File: config.mk
export PLATFORM = sky130hd
export DESIGN_NAME = mem_bus_ctrl_flat
export DESIGN_NICKNAME = d
export VERILOG_FILES = /design/src/rtl/mem_bus_ctrl_pkg.sv /design/src/rtl/mem_bus_ctrl_if.sv /design/src/rtl/mem_bus_ctrl_wait_counter.sv /design/src/rtl/mem_bus_ctrl.sv /design/src/flat_wrapper.sv
export SDC_FILE = /design/constraint.sdc
export NUM_CORES = 1
export LEC_CHECK = 0
export ABC_AREA = 1
export CORE_AREA = 2 2 75 77
export CTS_CLUSTER_DIAMETER = 30
export DETAILED_ROUTE_END_ITERATION = 7
export DIE_AREA = 0 0 77 79
export GPL_TIMING_DRIVEN = 0
export PLACE_DENSITY = 0.79
export REMOVE_ABC_BUFFERS = 1
export SLEW_MARGIN = 30
export SYNTH_ARGS = -nofsm -noshare
export SYNTH_HDL_FRONTEND = slang
export SYNTH_SLANG_ARGS = --single-unit
File: constraint.sdc
create_clock -name clk -period 1.8 [get_ports clk]
set_input_delay 0.36 -clock clk [delete_from_list [all_inputs] [get_ports clk]]
set_output_delay 0.36 -clock clk [all_outputs]
set_load 0.005 [all_outputs]
File: src/rtl/mem_bus_ctrl_pkg.sv
// Shared definitions for the CPU memory bus controller: FSM states, address
// decode constants and the write-lane helper.
package mem_bus_ctrl_pkg;

    typedef enum logic [2:0] {
        IDLE,
        ROM_RD,
        RAM_RD,
        RAM_WR,
        WAIT,
        DONE
    } state_t;

    localparam int   REGION_BIT = 15;
    localparam logic REGION_RAM = 1'b1;
    localparam int   WAIT_W     = 3;

    // Little-endian lane select: the low address bit picks the byte lane.
    function automatic logic [1:0] byteEnable(input logic byteWrite, input logic lsb);
        if (!byteWrite) return 2'b11;
        return lsb ? 2'b10 : 2'b01;
    endfunction

endpackage

File: src/rtl/mem_bus_ctrl_if.sv
// CPU-side and memory-side signals of the bus controller. The controller
// uses the slave view; the surrounding system uses the master view.
interface mem_bus_ctrl_if;

    logic [15:0] addr_i;
    logic        re_i;
    logic        we_i;
    logic        byteWrite_i;
    logic [15:0] data_i;
    logic [15:0] data_o;
    logic        needWait_o;
    logic [13:0] rom_addr_o;
    logic        rom_re_o;
    logic [15:0] rom_data_i;
    logic [13:0] ram_addr_o;
    logic        ram_we_o;
    logic [1:0]  ram_be_o;
    logic [15:0] ram_wdata_o;
    logic [15:0] ram_rdata_i;
    logic        bus_err_o;

    modport slave (
        input  addr_i, re_i, we_i, byteWrite_i, data_i, rom_data_i, ram_rdata_i,
        output data_o, needWait_o, rom_addr_o, rom_re_o,
               ram_addr_o, ram_we_o, ram_be_o, ram_wdata_o, bus_err_o
    );

    modport master (
        output addr_i, re_i, we_i, byteWrite_i, data_i, rom_data_i, ram_rdata_i,
        input  data_o, needWait_o, rom_addr_o, rom_re_o,
               ram_addr_o, ram_we_o, ram_be_o, ram_wdata_o, bus_err_o
    );

endinterface

File: src/rtl/mem_bus_ctrl_wait_counter.sv
// Down-counter for memory wait states: loads a count, decrements to zero
// and holds there, flagging zero.
module wait_counter
    import mem_bus_ctrl_pkg::*;
(
    input  logic              clk,
    input  logic              rst,
    input  logic              load,
    input  logic [WAIT_W-1:0] loadVal,
    input  logic              dec,
    output logic              zero
);

    logic [WAIT_W-1:0] count;

    always_ff @(posedge clk) begin
        if (rst) begin
            count <= '0;
        end else if (load) begin
            count <= loadVal;
        end else if (dec && (count != '0)) begin
            count <= count - WAIT_W'(1);
        end
    end

    assign zero = (count == '0);

endmodule

File: src/rtl/mem_bus_ctrl.sv
// CPU memory bus controller: decodes ROM/RAM regions, issues exactly one
// memory access per CPU strobe, inserts wait states and stalls the CPU.
module mem_bus_ctrl
    import mem_bus_ctrl_pkg::*;
#(
    parameter int ROM_WAIT = 1,
    parameter int RAM_WAIT = 0
) (
    input logic           clk,
    input logic           rst,
    mem_bus_ctrl_if.slave bus
);

    localparam logic [WAIT_W-1:0] ROM_WAIT_C = WAIT_W'(ROM_WAIT);
    localparam logic [WAIT_W-1:0] RAM_WAIT_C = WAIT_W'(RAM_WAIT);

    state_t state, nextState;
    state_t accKind, issueKind;

    logic [15:0]       dataQ;
    logic              busErrQ;
    logic              strobe, conflict, isRam, startAcc, errStart;
    logic              cntLoad, cntDec, cntZero;
    logic [WAIT_W-1:0] cntLoadVal;
    logic              romRe, ramWe;
    logic [1:0]        ramBe;

    assign strobe   = bus.re_i | bus.we_i;
    assign conflict = bus.re_i & bus.we_i;
    assign isRam    = (bus.addr_i[REGION_BIT] == REGION_RAM);
    assign startAcc = (state == IDLE) && strobe && !rst;

    // accKind remembers what the WAIT phase is finishing; IDLE means no data to capture.
    always_comb begin
        issueKind = IDLE;
        if (conflict)        issueKind = IDLE;
        else if (bus.we_i)   issueKind = isRam ? RAM_WR : IDLE;
        else if (bus.re_i)   issueKind = isRam ? RAM_RD : ROM_RD;
    end

    assign errStart   = startAcc && (conflict || (bus.we_i && !isRam));
    assign cntLoadVal = isRam ? RAM_WAIT_C : ROM_WAIT_C;

    always_ff @(posedge clk) begin
        if (rst) begin
            state   <= IDLE;
            accKind <= IDLE;
        end else begin
            state <= nextState;
            if (startAcc) accKind <= issueKind;
        end
    end

    always_comb begin
        nextState = state;
        case (state)
            IDLE:    if (strobe) nextState = conflict ? DONE : WAIT;
            WAIT:    if (cntZero) nextState = strobe ? DONE : IDLE;
            DONE:    if (!strobe) nextState = IDLE;
            default: nextState = IDLE;
        endcase
    end

    always_comb begin
        romRe   = 1'b0;
        ramWe   = 1'b0;
        ramBe   = 2'b00;
        cntLoad = 1'b0;
        cntDec  = 1'b0;
        case (state)
            IDLE: begin
                if (startAcc && !conflict) begin
                    cntLoad = 1'b1;
                    romRe   = (issueKind == ROM_RD);
                    ramWe   = (issueKind == RAM_WR);
                    if (issueKind == RAM_WR) ramBe = byteEnable(bus.byteWrite_i, bus.addr_i[0]);
                end
            end
            WAIT:    cntDec = 1'b1;
            default: ;
        endcase
    end

    wait_counter u_waitCounter (
        .clk     (clk),
        .rst     (rst),
        .load    (cntLoad),
        .loadVal (cntLoadVal),
        .dec     (cntDec),
        .zero    (cntZero)
    );

    always_ff @(posedge clk) begin
        if (rst) begin
            dataQ   <= '0;
            busErrQ <= 1'b0;
        end else begin
            if ((state == WAIT) && cntZero) begin
                if (accKind == ROM_RD)      dataQ <= bus.rom_data_i;
                else if (accKind == RAM_RD) dataQ <= bus.ram_rdata_i;
            end
            if (errStart) busErrQ <= 1'b1;
        end
    end

    assign bus.data_o      = dataQ;
    assign bus.bus_err_o   = busErrQ;
    assign bus.needWait_o  = strobe && (state != DONE);
    assign bus.rom_addr_o  = bus.addr_i[14:1];
    assign bus.ram_addr_o  = bus.addr_i[14:1];
    assign bus.rom_re_o    = romRe;
    assign bus.ram_we_o    = ramWe;
    assign bus.ram_be_o    = ramBe;
    // Byte data is mirrored onto both lanes; ram_be_o selects the live one.
    assign bus.ram_wdata_o = bus.byteWrite_i ? {bus.data_i[7:0], bus.data_i[7:0]} : bus.data_i;

endmodule

File: src/flat_wrapper.sv
// flat-port wrapper written by rule: the top's interface ports become plain ports
module mem_bus_ctrl_flat import mem_bus_ctrl_pkg::*;
#(
    parameter int ROM_WAIT = 1,
    parameter int RAM_WAIT = 0
)
  (clk, rst, bus_addr_i, bus_re_i, bus_we_i, bus_byteWrite_i, bus_data_i, bus_rom_data_i, bus_ram_rdata_i, bus_data_o, bus_needWait_o, bus_rom_addr_o, bus_rom_re_o, bus_ram_addr_o, bus_ram_we_o, bus_ram_be_o, bus_ram_wdata_o, bus_bus_err_o);
  mem_bus_ctrl_if bus_i ();
  input logic clk;
  input logic rst;
  input wire logic [$bits(bus_i.addr_i)-1:0] bus_addr_i;
  input wire logic [$bits(bus_i.re_i)-1:0] bus_re_i;
  input wire logic [$bits(bus_i.we_i)-1:0] bus_we_i;
  input wire logic [$bits(bus_i.byteWrite_i)-1:0] bus_byteWrite_i;
  input wire logic [$bits(bus_i.data_i)-1:0] bus_data_i;
  input wire logic [$bits(bus_i.rom_data_i)-1:0] bus_rom_data_i;
  input wire logic [$bits(bus_i.ram_rdata_i)-1:0] bus_ram_rdata_i;
  output wire logic [$bits(bus_i.data_o)-1:0] bus_data_o;
  output wire logic [$bits(bus_i.needWait_o)-1:0] bus_needWait_o;
  output wire logic [$bits(bus_i.rom_addr_o)-1:0] bus_rom_addr_o;
  output wire logic [$bits(bus_i.rom_re_o)-1:0] bus_rom_re_o;
  output wire logic [$bits(bus_i.ram_addr_o)-1:0] bus_ram_addr_o;
  output wire logic [$bits(bus_i.ram_we_o)-1:0] bus_ram_we_o;
  output wire logic [$bits(bus_i.ram_be_o)-1:0] bus_ram_be_o;
  output wire logic [$bits(bus_i.ram_wdata_o)-1:0] bus_ram_wdata_o;
  output wire logic [$bits(bus_i.bus_err_o)-1:0] bus_bus_err_o;
  assign bus_i.addr_i = bus_addr_i;
  assign bus_i.re_i = bus_re_i;
  assign bus_i.we_i = bus_we_i;
  assign bus_i.byteWrite_i = bus_byteWrite_i;
  assign bus_i.data_i = bus_data_i;
  assign bus_i.rom_data_i = bus_rom_data_i;
  assign bus_i.ram_rdata_i = bus_ram_rdata_i;
  assign bus_data_o = bus_i.data_o;
  assign bus_needWait_o = bus_i.needWait_o;
  assign bus_rom_addr_o = bus_i.rom_addr_o;
  assign bus_rom_re_o = bus_i.rom_re_o;
  assign bus_ram_addr_o = bus_i.ram_addr_o;
  assign bus_ram_we_o = bus_i.ram_we_o;
  assign bus_ram_be_o = bus_i.ram_be_o;
  assign bus_ram_wdata_o = bus_i.ram_wdata_o;
  assign bus_bus_err_o = bus_i.bus_err_o;
  mem_bus_ctrl #(.ROM_WAIT(ROM_WAIT), .RAM_WAIT(RAM_WAIT)) u_core (.clk(clk), .rst(rst), .bus(bus_i));
endmodule
==> results of run 1 <==
[worst max-delay path, cell delays in order, from the launching register on]
cell	delay, ns
dfxtp_4	0.37
nor2_4	0.11
buf_4	0.12
nand3_4	0.09
inv_2	0.08
nand2_1	0.06
inv_1	0.05
dlygate4sd2_1	0.24
[cell families after synthesis]
group,after synthesis,share of synthesized area
adder cells (fa/ha/maj),3,0.02196
AND/OR/NAND/NOR,89,0.2343
flip-flops,24,0.2811
AO/OA/AOI/OAI,44,0.1288
multiplexers,8,0.05271
buffers and inverters,81,0.2811
[synthesized netlist by cell type (all sizes together)]
master	count	area share
a21oi	8	0.023
buf	42	0.19
clkbuf	3	0.0073
dfxtp	24	0.28
ha	3	0.022
inv	36	0.082
mux2	8	0.053
nand2	35	0.077
nand3	7	0.028
nand4	2	0.0073
nor2	44	0.12
nor3	1	0.0029
o21ai	36	0.11
[flip-flops by register name (all words and copies together), names as in the netlist]
name,flops
u_core.bus.data_o,16
u_core.u_waitCounter.count,3
u_core.accKind,2
u_core.state,2
u_core.bus.bus_err_o,1
[final cells by class]
cell class,count,area share
timing repair buffer,99,0.3768
inverter,36,0.05762
multi-input combinational,144,0.3101
tap,72,0.03607
timing repair inverter,1,0.002004
clock buffer,4,0.02204
sequential,24,0.1954
[timing repair]
action	4_1_cts	5_1_grt
buffers inserted	5	2
gates resized for setup	44	4
setup endpoints to repair	16	5
pin swaps	1	1
cloned	1	0
[path summary, 6_finish.rpt]
path         slack (ns)                          start  cells after the start              endpoint
max reg2reg        0.22  u_core.u_waitCounter.count[0]                      8  u_core.bus.data_o[4]
min reg2reg        0.46           u_core.bus.bus_err_o                      2  u_core.bus.bus_err_o
max                0.05                u_core.state[2]                      7          bus_rom_re_o
min                0.46           u_core.bus.bus_err_o                      2  u_core.bus.bus_err_o
[metal layers]
layer	part of all wire	track usage	vias up
met4	0.0014	0.02500	0
met1	0.41	0.1915	728
li1	-	-	858
met5	0	0.04545	-
met2	0.48	0.2754	86
met3	0.10	0.08750	2
[metrics by stage]
stage / hold WS (ns) / setup WS, ns
final: 0.4589 / 0.04821
after global routing: 0.4757 / -0.009266
after CTS: 0.4509 / 0.001639
after detailed placement: 0.4469 / -0.9890
after global placement: 0.4401 / -0.9908
after floorplan: 0.4291 / 0.3897
[layout by cell type (no fill, tap or decap), types with 6 or more instances in the layout]
cell	count
buf_4	7
dlygate4sd2_1	10
nor2_1	36
nor2_2	6
o21ai_0	31
a21oi_1	7
nand2_1	34
mux2_2	8
dfxtp_1	22
inv_1	32
clkdlybuf4s50_1	74
[where the power goes]
part	internal, mW	switching, mW
logic	0.303	0.249
clock network	0.195	0.173
registers	0.576	0.0272
total	1.07	0.449
==> summary.md, run 1 <==
| Metric | Value |
|---|---|
| Final Routed Wirelength | slightly below 5000 µm |
| Mapped Area | ~1700 µm² |
| Max-Cap Viols | 0 |
| Rel. slew slack | 0.6529 |
| Post-synthesis cell type count | 24 |
| Hold buffer count at CTS | 0 |
| Mapped Cells | ~250 |
| Ratio of cells with drive above 1 in the final layout | 0.1526 |
| F_max | approximately 570 MHz |
| Area occupied by multi-input gates | ~770 µm² |
| Power Total | around 1.5 mW |
| Final Wtd Congestion | roughly 0.77 |
| Crit share post-route | 0.9732 |
| Clock latency on the worst-skew pair | between 0.2 and 0.3 ns |
| Seq. cell area | around 490 µm² |
| Nets | between 300 and 400 |
| CTS buffer count | 3 |
| DRT iter0 DRCs | 50 |
| FF+latch count, synth | 24 |
| Placed insts | approximately 370 |
| Final max-slew violation count | 0 |
| Hold Path Class | flop to flop |
| DRT Pass-1 Iters | 4 |
| CP required | between 1 and 1.5 ns |
| Fillers | about 550 |
| CTS sink count | 24 |
| GRT overflow | 0 |
| Status | completed |
| VDD IR max | 0.3285 mV |
| Non-Filler Instances | 380 |
| CTS Buffer Depth | 2 |
| Least-Margin Pin Slew | 0.5207 ns |
| # diodes | 0 |
| Layout Area Growth over Synthesis | 46.12% |
| Final Core Density | 0.4679 |
| Die height | 79 µm |
| Clk_skew | between 0.007 and 0.008 ns |
| CP Capture Type | output port |
| Setup crit start kind | flop |
| Htree depth | 1 |
| Avg Inst Size Synth | about 7 µm² |
| Port Buf Inserts | approximately 90 |
| Clock slew at reported path FFs | roughly 0.090 ns |
| Area after DPL | approximately 2400 µm² |
| Setup CP Type | flop to output port |
| PwrDens | roughly 610 nW/µm² |
| Die area | roughly 6000 µm² |
| WL/cell | about 13 µm |
| Vias in the first global route | 1699 |
| Initial antenna violation count | 0 |
| Ys Warns | 0 |
| First-pass GRT wire length | approximately 8200 µm |
| Post-route DRC | 0 |
| Critical Path AT | 1.39 ns |
| CTS tree | done |
| Core Region | ~5300 µm² |
| Largest net degree at the start of global routing | 33 |
| Die X | slightly below 80 µm |
| Crit-path max FO | 5 |
| Antenna viol nets, final | 0 |
| FP Rows | 27 |
| Via Count | roughly 1.7k |
| Static Leak | about 1.1 nW |
| Time the worst path needs with I/O delays and setup | approximately 1.8 ns |
| Sequential share of the synthesized area | 0.2811 |
| Starting Density | 0.3202 |
| Top-Level Pins | around 140 |
| GRT Util Overall | 0.1660 |
| HPWL after DPL | roughly 3500 µm |
| RSZ-0062 raised after global routing | true |
| Fin. Hold Viols | 0 |
| Mean number of vias per cell | between 4 and 5 |
| Root buffer cell | clkbuf_8 |
| Post-Layout Inst Area | roughly 2500 µm² |
| Final setup violating endpoints | 0 |
| Setup TNS | 0 ns |
Note: power is estimated with default switching activity, not from simulation.
==> run 2: changes to the inputs <==
--- a/config.mk
+++ b/config.mk
@@ -7,10 +7,11 @@
 export LEC_CHECK = 0
 export ABC_AREA = 1
-export CORE_AREA = 2 2 75 77
+export CAP_MARGIN = 5
+export CORE_AREA = 2 2 79 81
 export CTS_CLUSTER_DIAMETER = 30
 export DETAILED_ROUTE_END_ITERATION = 7
-export DIE_AREA = 0 0 77 79
+export DIE_AREA = 0 0 81 83
 export GPL_TIMING_DRIVEN = 0
-export PLACE_DENSITY = 0.79
+export PLACE_DENSITY = 0.72
 export REMOVE_ABC_BUFFERS = 1
 export SLEW_MARGIN = 30
==> constraint.sdc (replaced) <==
create_clock -name clk -period 1.8 [get_ports clk]
set_input_delay 0.36 -clock clk [delete_from_list [all_inputs] [get_ports clk]]
set_output_delay 0.36 -clock clk [all_outputs]
set_load 0.05 [all_outputs]
==> summary.md, run 2 (synthesis gave the netlist of run 1 again) <==
| Metric | Value |
|---|---|
| Gate power share | 0.383 |
| CTS tree | done |
| CP required | roughly 1.4 ns |
| Die X | around 80 µm |
| VDD IR max | 0.3618 mV |
| FP Rows | 28 |
| Critical Path AT | 1.42 ns |
| Least-Margin Pin Slew | roughly 0.53 ns |
| Clock latency on the worst-skew pair | 0.27 ns |
| WL/cell | 12.19 µm |
| Crit share post-route | 0.9904 |
| Max reg flops | 16 |
| Htree depth | 1 |
| Pint | 1.145 mW |
| Post-route DRC | 0 |
| Top layer in use | met4 |
| Status | completed |
| Die area | between 6000 and 7000 µm² |
| Max-Cap Viols | 0 |
| Hold Path Class | input port to flop |
| GRT Util Overall | 0.1429 |
| Setup CP Type | input port to output port |
| DRT Pass-1 Iters | 4 |
| Die height | slightly above 80 µm |
| First-pass GRT wire length | about 7600 µm |
| Mean number of vias per cell | roughly 4.3 |
| PwrDens | about 700 nW/µm² |
| Port Buf Inserts | 92 |
| Core Region | 5816 µm² |
| RSZ-0062 raised after global routing | false |
| Final Routed Wirelength | around 4600 µm |
| Static Leak | around 1.4 nW |
| Top-Level Pins | between 100 and 150 |
| CTS buffer count | 3 |
| Metal2 WL | around 2100 µm |
| Post-Route M1 WL | ~2000 µm |
| Layout Area Growth over Synthesis | 47.22% |
| DRT iter0 DRCs | 35 |
| Final setup violating endpoints | 0 |
| Crit-path max FO | 10 |
| CTS sink count | 24 |
| Final Wtd Congestion | 0.7216 |
| Clock slew at reported path FFs | 0.09 ns |
| Min-Delay Path Depth | 2 |
| Hold buffer count at CTS | 0 |
| Initial antenna violation count | 0 |
| GRT overflow | 0 |
| Nets | ~380 |
| Antenna viol nets, final | 0 |
| Register share of total power | 0.344 |
| CTS Buffer Depth | 2 |
| F_max | between 500 and 600 MHz |
| CP Capture Type | output port |
| # diodes | 0 |
| Fin. Hold Viols | 0 |
| R2R depth | 8 |
| Power share of the clock group | 0.273 |
| Sw frac | 0.3478 |
| Commonest non-fill, non-tap cell in the layout | clkdlybuf4s50_1 |
| Final max-slew violation count | 0 |
| Clk_skew | ~0.0048 ns |
| Sw power | between 0.6 and 0.7 mW |
| Root buffer cell | clkbuf_8 |
| Setup crit start kind | input port |
| Largest net degree at the start of global routing | 33 |
| Seq. cell area | between 400 and 500 µm² |
| Time the worst path needs with I/O delays and setup | about 1.8 ns |
| Via Count | between 1.5k and 2k |
| Power Total | approximately 1.8 mW |
| Vias in the first global route | approximately 1.6k |
| Starting Density | 0.2939 |
| Commonest non-fill, non-tap cells in the layout | 50 x clkdlybuf4s50_1, 35 x nor2_1, 35 x nand2_1, 32 x inv_1, 31 x o21ai_0 |
| HPWL after DPL | 3482 µm |
| Min Hold Slack | roughly 0.37 ns |
| Area occupied by multi-input gates | around 760 µm² |
| Met3 routed WL | about 490 µm |
| Ratio of cells with drive above 1 in the final layout | 0.1705 |
| Rel. slew slack | 0.6465 |
| Fillers | 618 |
[run 2: cell count changes in the layout (fill, tap and decap cells not counted), sizes merged]
cell           change
clkdlybuf4s18      +1
clkdlybuf4s15      +7
dlygate4sd2        +3
clkdlybuf4s50     -24
clkbuf             +1
buf                -3
dlymetal6s2s      +11
bufinv             +1
[run 2: final timing paths]
kind                                      start                    end  slack, ns
setup / recovery                bus_byteWrite_i    bus_ram_wdata_o[12]       0.02
hold / removal                              rst        u_core.state[2]       0.37
setup reg to reg  u_core.u_waitCounter.count[0]  u_core.bus.data_o[10]       0.27
hold reg to reg            u_core.bus.bus_err_o   u_core.bus.bus_err_o       0.45
[run 2: layer usage]
layer	track usage	vias up
li1	-	849
met1	0.1706	694
met2	0.2224	80
met3	0.08804	4
met4	0.02003	0
met5	0	-
[run 2: stage by stage]
| stage | setup TNS (ns) | worst slack (ns) | instance area [µm²] | instances | util |
|---|---|---|---|---|---|
| global route | 0 | 0.0005370 | 2516 | 380 | 0.4327 |
| floorplan | -0.3773 | -0.1886 | 1369 | 204 | - |
| global placement | -14.65 | -1.318 | 2384 | 371 | 0.4099 |
| finish | 0 | 0.01727 | 2516 | 380 | 0.4327 |
| detailed placement | -14.81 | -1.300 | 2384 | 371 | 0.4099 |
| CTS | 0 | 0.001205 | 2479 | 379 | 0.4262 |
[run 2: timing repair]
item	in CTS	in global routing
gates resized for setup	74	23
setup buffers	3	1
cloned	1	0
pin swaps	0	2
endpoints found under the setup margin	28	17
[run 2: cell type report]
| class | count | area share |
|---|---|---|
| timing repair inverter | 1 | 0.001989 |
| clock inverter | 1 | 0.01193 |
| sequential | 24 | 0.1929 |
| tap | 75 | 0.03729 |
| clock buffer | 3 | 0.01641 |
| multi-input combinational | 144 | 0.3028 |
| timing repair buffer | 96 | 0.3794 |
| inverter | 36 | 0.05719 |
[run 2: critical path, stage by stage]
cell and delay, ns:
clkdlybuf4s18_2 0.33, mux2_2 0.38, clkdlybuf4s15_2 0.34
[run 2: power by group through the flow]
stage	logic (mW)	registers, mW	clock network (mW)
final	0.672	0.604	0.479
after global routing	0.734	0.610	0.527
after CTS	0.663	0.609	0.497
after detailed placement	0.671	0.620	0
after global placement	0.660	0.618	0
after floorplan	0.297	0.689	0
==> run 3: changes to the inputs <==
TNS_END_PERCENT = 50   (was not set)
==> results of run 3 <==
Final layout, timing and power as in run 2 (identical DEF).
==> variant 1: new RTL, config.mk and constraints of run 3 <==
Change the package constant `WAIT_W` from 3 to 6.
--- a/src/rtl/mem_bus_ctrl_pkg.sv
+++ b/src/rtl/mem_bus_ctrl_pkg.sv
@@ -14,5 +14,5 @@
     localparam int   REGION_BIT = 15;
     localparam logic REGION_RAM = 1'b1;
-    localparam int   WAIT_W     = 3;
+    localparam int   WAIT_W     = 6;
 
     // Little-endian lane select: the low address bit picks the byte lane.
Check against the original RTL: no difference found for any inputs over 10 cycles, from zero or initial values and one cycle with rst high; that may be too few to reach the edited logic, so the function may still have changed.
==> variant 1 against run 3 <==
First-iteration DRC count grew 31%. Total power grew 26%. Design area grew 4.8%. Sequential cell count grew 3. Count of clock-buffer cells in the layout is the same. Critical path depth grew 3. Setup slack lost 0.011 ns. Routed wire length grew 3.0%. Area after synthesis grew 7.5%. Register-to-register slack is essentially flat. Synthesized cell count shrank 2.4%. Clock skew shrank 0.0028 ns. Via count grew 5.4%. Final cell count shrank 1.6%.
==> variant 1: results (changes against run 3) <==
Layout
  • Share of layout cells above drive strength 1: 24.08% (+7.0 points)
  • Area growth syn-to-layout: 43.53%
  • Fill count: 604 (-2.3%)

Power and ir drop
  • VDD IR max: 0.4861 mV (+34%)
  • Power share of the combinational group: 49.7% (+11 points)
  • P_clk: 357 uW (-25%)
  • Power consumption: 2.204 mW (+26%)

Detailed routing
  • DRT Wirelength: 4.772 mm (+3.0%)
  • Detail Route met3 WL: 510 um (+3.9%)
  • Metal-1 WL: 1.844 mm (-9.3%)
  • Met2 wire length: 2.382 mm (+14%)
  • Wire per inst: 12.76 um (+4.7%)
  • Via count: 1715 (+5.4%)

Yosys
  • Top cells by count, synth: nor2_1 (48), buf_4 (36), dfxtp_1 (27), mux2_2 (24), nand2_1 (24)
  • Synth cell types: 28 (+17%)

STA
  • Fin worst setup slack: 0.006467 ns (-0.01080 ns)
  • Clock skew: 0.001984 ns (-0.002815 ns)
  • Fin Hold WS: 0.3926 ns (+0.02184 ns)

Placement
  • Placed inst area: 2530 um^2 (+6.1%)
  • HPWL Detailed: 3.683 mm (+5.8%)
  • Gp weighted congestion: 0.7616 (+5.5%)

Hold path
  • Worst Hold Endpoint: u_core.accKind[1]$_SDFFE_PP0P_
  • Hold Crit Depth: 3 (+1)

Critical path
  • R2r worst-path depth: 5 (-3)
  • Kind of cell adding the most delay to the critical path: simple AND/OR/NAND/NOR gates
  • CP max stage delay: 0.34 ns (-0.04 ns)
  • Reg-to-reg endpoint: u_core.bus.data_o[3]$_SDFFE_PP0P_
  • Setup crit start: u_core.state[0]$_SDFFE_PP0P_
  • Slowest CP cell: dfxtp_2

Run status
  • Status: complete, no violations

GRT
  • Met2 GRT Util: 24.57% (+2.3 points)
  • GRT Total Usage: 13.84% (-0.45 points)
  • GRT met3 Usage: 6.304% (-2.5 points)
-- variant 1: cell count changes after synthesis, sizes merged, moves of 2 or more --
cell,run 3,this run
nand2,35,30
clkinv,0,2
nand4,2,4
nor2,44,52
inv,36,22
mux2,8,24
o21ai,36,19
dfxtp,24,27
clkbuf,3,0
-- variant 1: cell families (layout without fill, tap and decap cells) --
logic type / after synthesis / in the layout / synth area share (%)
AOI/OAI and AO/OA: 28 / 28 / 7.766
adders and majority gates: 3 / 3 / 2.044
buffers and inverters: 66 / 122 / 22.48
DFF: 27 / 27 / 29.43
muxes: 24 / 24 / 14.71
and+or+nand+nor: 95 / 95 / 23.57
-- variant 1: cell type report --
type / instances / area share [%]
sequential: 27 / 20.60
timing repair buffer: 94 / 35.03
inverter: 24 / 3.607
tap: 75 / 3.560
clock inverter: 1 / 0.2848
multi-input combinational: 150 / 35.36
clock buffer: 3 / 1.566
==> variant 2: new RTL, settings of run 3 <==
Made on the original files. Re-encode `state_t` (6 states) as Gray code, 3 bits wide.
--- a/src/rtl/mem_bus_ctrl_pkg.sv
+++ b/src/rtl/mem_bus_ctrl_pkg.sv
@@ -4,10 +4,10 @@
 
     typedef enum logic [2:0] {
-        IDLE,
-        ROM_RD,
-        RAM_RD,
-        RAM_WR,
-        WAIT,
-        DONE
+        IDLE   = 3'b000,
+        ROM_RD = 3'b001,
+        RAM_RD = 3'b011,
+        RAM_WR = 3'b010,
+        WAIT   = 3'b110,
+        DONE   = 3'b111
     } state_t;
 
Behaviour: no difference found for any inputs over 10 cycles, from zero or initial values and one cycle with rst high; not proved beyond that.
==> variant 2 against run 3 <==
Design area increased by 2.8%. Area after synthesis increased by 5.0%. Setup slack improved by 0.019 ns. Sequential power decreased by 3%. Routed wire length increased by 4.9%. Combinational power decreased by 19%. Total power decreased by 15%. Critical endpoint is now bus_data_o[15]. Critical path type is now flip-flop to output pin. Highest routed layer unchanged. Sequential cell count unchanged.
==> variant 2: results (changes against run 3) <==
Critical path
  • Setup crit start: u_core.bus.data_o[15]$_SDFFE_PP0P_
  • Slowest CP cell: clkdlybuf4s50_1
  • Reg-to-reg endpoint: u_core.u_waitCounter.count[2]$_SDFFE_PP0P_
  • CP max stage delay: 0.80 ns (+0.42 ns)
  • R2r worst-path depth: 7 (-1)
  • WP data arrival: 1.40 ns (-0.02 ns)
  • Crit Path Max Fanout: 2 (-8)
  • Kind of cell adding the most delay to the critical path: buffers and inverters
  • Reg2reg setup slack: 0.25 ns (-0.02 ns)
  • Worst r2r src: u_core.u_waitCounter.count[0]$_SDFFE_PP0P_

Detailed routing
  • Metal-1 WL: 2.046 mm (+0.69%)
  • Met2 wire length: 1.998 mm (-4.3%)
  • DRT Wirelength: 4.858 mm (+4.9%)
  • Vias/cell: 4.397 (+2.7%)
  • Detail Route met3 WL: 778 um (+58%)
  • Starting DRT DRC Count: 65 (+86%)
  • DR top layer: met4

Yosys
  • Post-Synth Adder-Cell Area: 1.395% (-0.80 points)
  • Synth cell types: 24 (unchanged)
  • Seq/Total Area, Yosys: 26.78% (-1.3 points)
  • Compound-Gate Fraction of Synth Area: 3.417% (-9.5 points)
  • Synth top area cells: dfxtp_1 (27%), nand2_1 (21%), buf_4 (16%), nor2_1 (8.4%), nand3_1 (5.6%)
  • YS warnings: 0 (unchanged)
  • Fraction of synthesized area in multiplexers: 0% (-5.3 points)
  • Top cells by count, synth: nand2_1 (102), nor2_1 (40), buf_4 (38), inv_1 (26), dfxtp_1 (24)
  • Most frequent cell after synthesis: nand2_1
  • Fraction of registers with async set/reset: 0% (unchanged)

Power and ir drop
  • Power Combinational: 545 uW (-19%)
  • Pint: 980.7 uW (-14%)
  • Clock share of power: 24.2% (-3.1 points)
  • VDD IR max: 0.2967 mV (-18%)
  • PwrDens: 578.2 nW/um^2 (-17%)
  • Static leakage power: 1.518 nW (+12%)

Hold path
  • Worst min-delay path class: flip-flop to flip-flop
  • Hold Crit Depth: 2 (unchanged)
  • Min-delay src: u_core.bus.bus_err_o$_SDFFE_PP0P_
  • Worst Hold Endpoint: u_core.bus.bus_err_o$_SDFFE_PP0P_

STA
  • Clock skew: 0.004320 ns (-0.0004794 ns)
  • Worst-Margin Slew: 0.5207 ns (-0.008738 ns)
  • Fin Hold WS: 0.4564 ns (+0.08557 ns)

Clocking
  • CTS Root Buffer Type: clkbuf_8
  • Max Root-Sink Buffers: 2 (unchanged)
  • Clock slew at reported path FFs: 0.08 ns
  • Skew-Pair Late Insertion Delay: 0.26 ns

GRT
  • Initial antenna violation count: 0 (unchanged)
  • GRT Total Usage: 13.96% (-0.33 points)
  • First-pass GRT wire length: 7.596 mm (-0.37%)
  • Vias in the first global route: 1777 (+11%)

Placement
  • Gp weighted congestion: 0.7885 (+9.3%)
  • HPWL Detailed: 3.556 mm (+2.1%)

Run status
  • Status: complete, no violations

Layout
  • ANT cells: 0 (unchanged)
  • Share of layout cells above drive strength 1: 13.49% (-3.6 points)
  • Final Net Count: 413 (+9.3%)
variant 2: changes by cell type in the layout (fill, tap and decap cells not counted), sizes merged, moves of 2 or more:
cell	before	now
o21ai	36	4
a21oi	8	6
mux2	8	0
nand2	35	105
clkdlybuf4s15	9	11
or2	0	2
dlymetal6s2s	12	16
clkbuf	6	4
nor2	44	41
clkinv	0	3
dlygate4sd2	13	10
nand3	7	22
inv	35	28
variant 2: timing repair:
action / CTS / global route
gates resized for setup: 80 / 23
hold buffers: 0 / 0
cloned: 1 / 0
buffers inserted: 2 / 0
pin swaps: 2 / 1
setup endpoints to repair: 21 / 36
variant 2: worst max-delay path by stage:
| stage | endpoint | slack (ns) | cells after the start |
|---|---|---|---|
| after global placement | bus_rom_re_o | -1.32 | 7 |
| final | bus_data_o[15] | 0.04 | 1 |
| after detailed placement | bus_rom_re_o | -1.29 | 7 |
| after global routing | bus_data_o[15] | 0.003 | 1 |
| after floorplan | bus_rom_re_o | -0.20 | 5 |
| after CTS | bus_bus_err_o | 0.007 | 1 |
variant 2: layer usage:
layer / track usage, % / up-vias
li1: - / 938
met1: 15.59 / 772
met2: 22.39 / 114
met3: 8.478 / 5
met4: 2.773 / 0
met5: 2.500 / -
variant 2: area by class of cell:
type | instances | area [um^2]
fill | 631 | 3228
timing repair buffer | 94 | 969.7
multi-input combinational | 186 | 852.1
sequential | 24 | 484.2
inverter | 32 | 127.6
tap | 75 | 93.84
clock buffer | 4 | 55.05
timing repair inverter | 1 | 5.005
variant 2: through the flow:
stage                     instances  area (um^2)  worst slack, ns
after CTS                       416         2541         0.007333
final                           416         2587          0.03591
after global placement          409         2450           -1.324
after floorplan                 242         1435          -0.2042
after global routing            416         2587         0.003152
after detailed placement        409         2450           -1.292
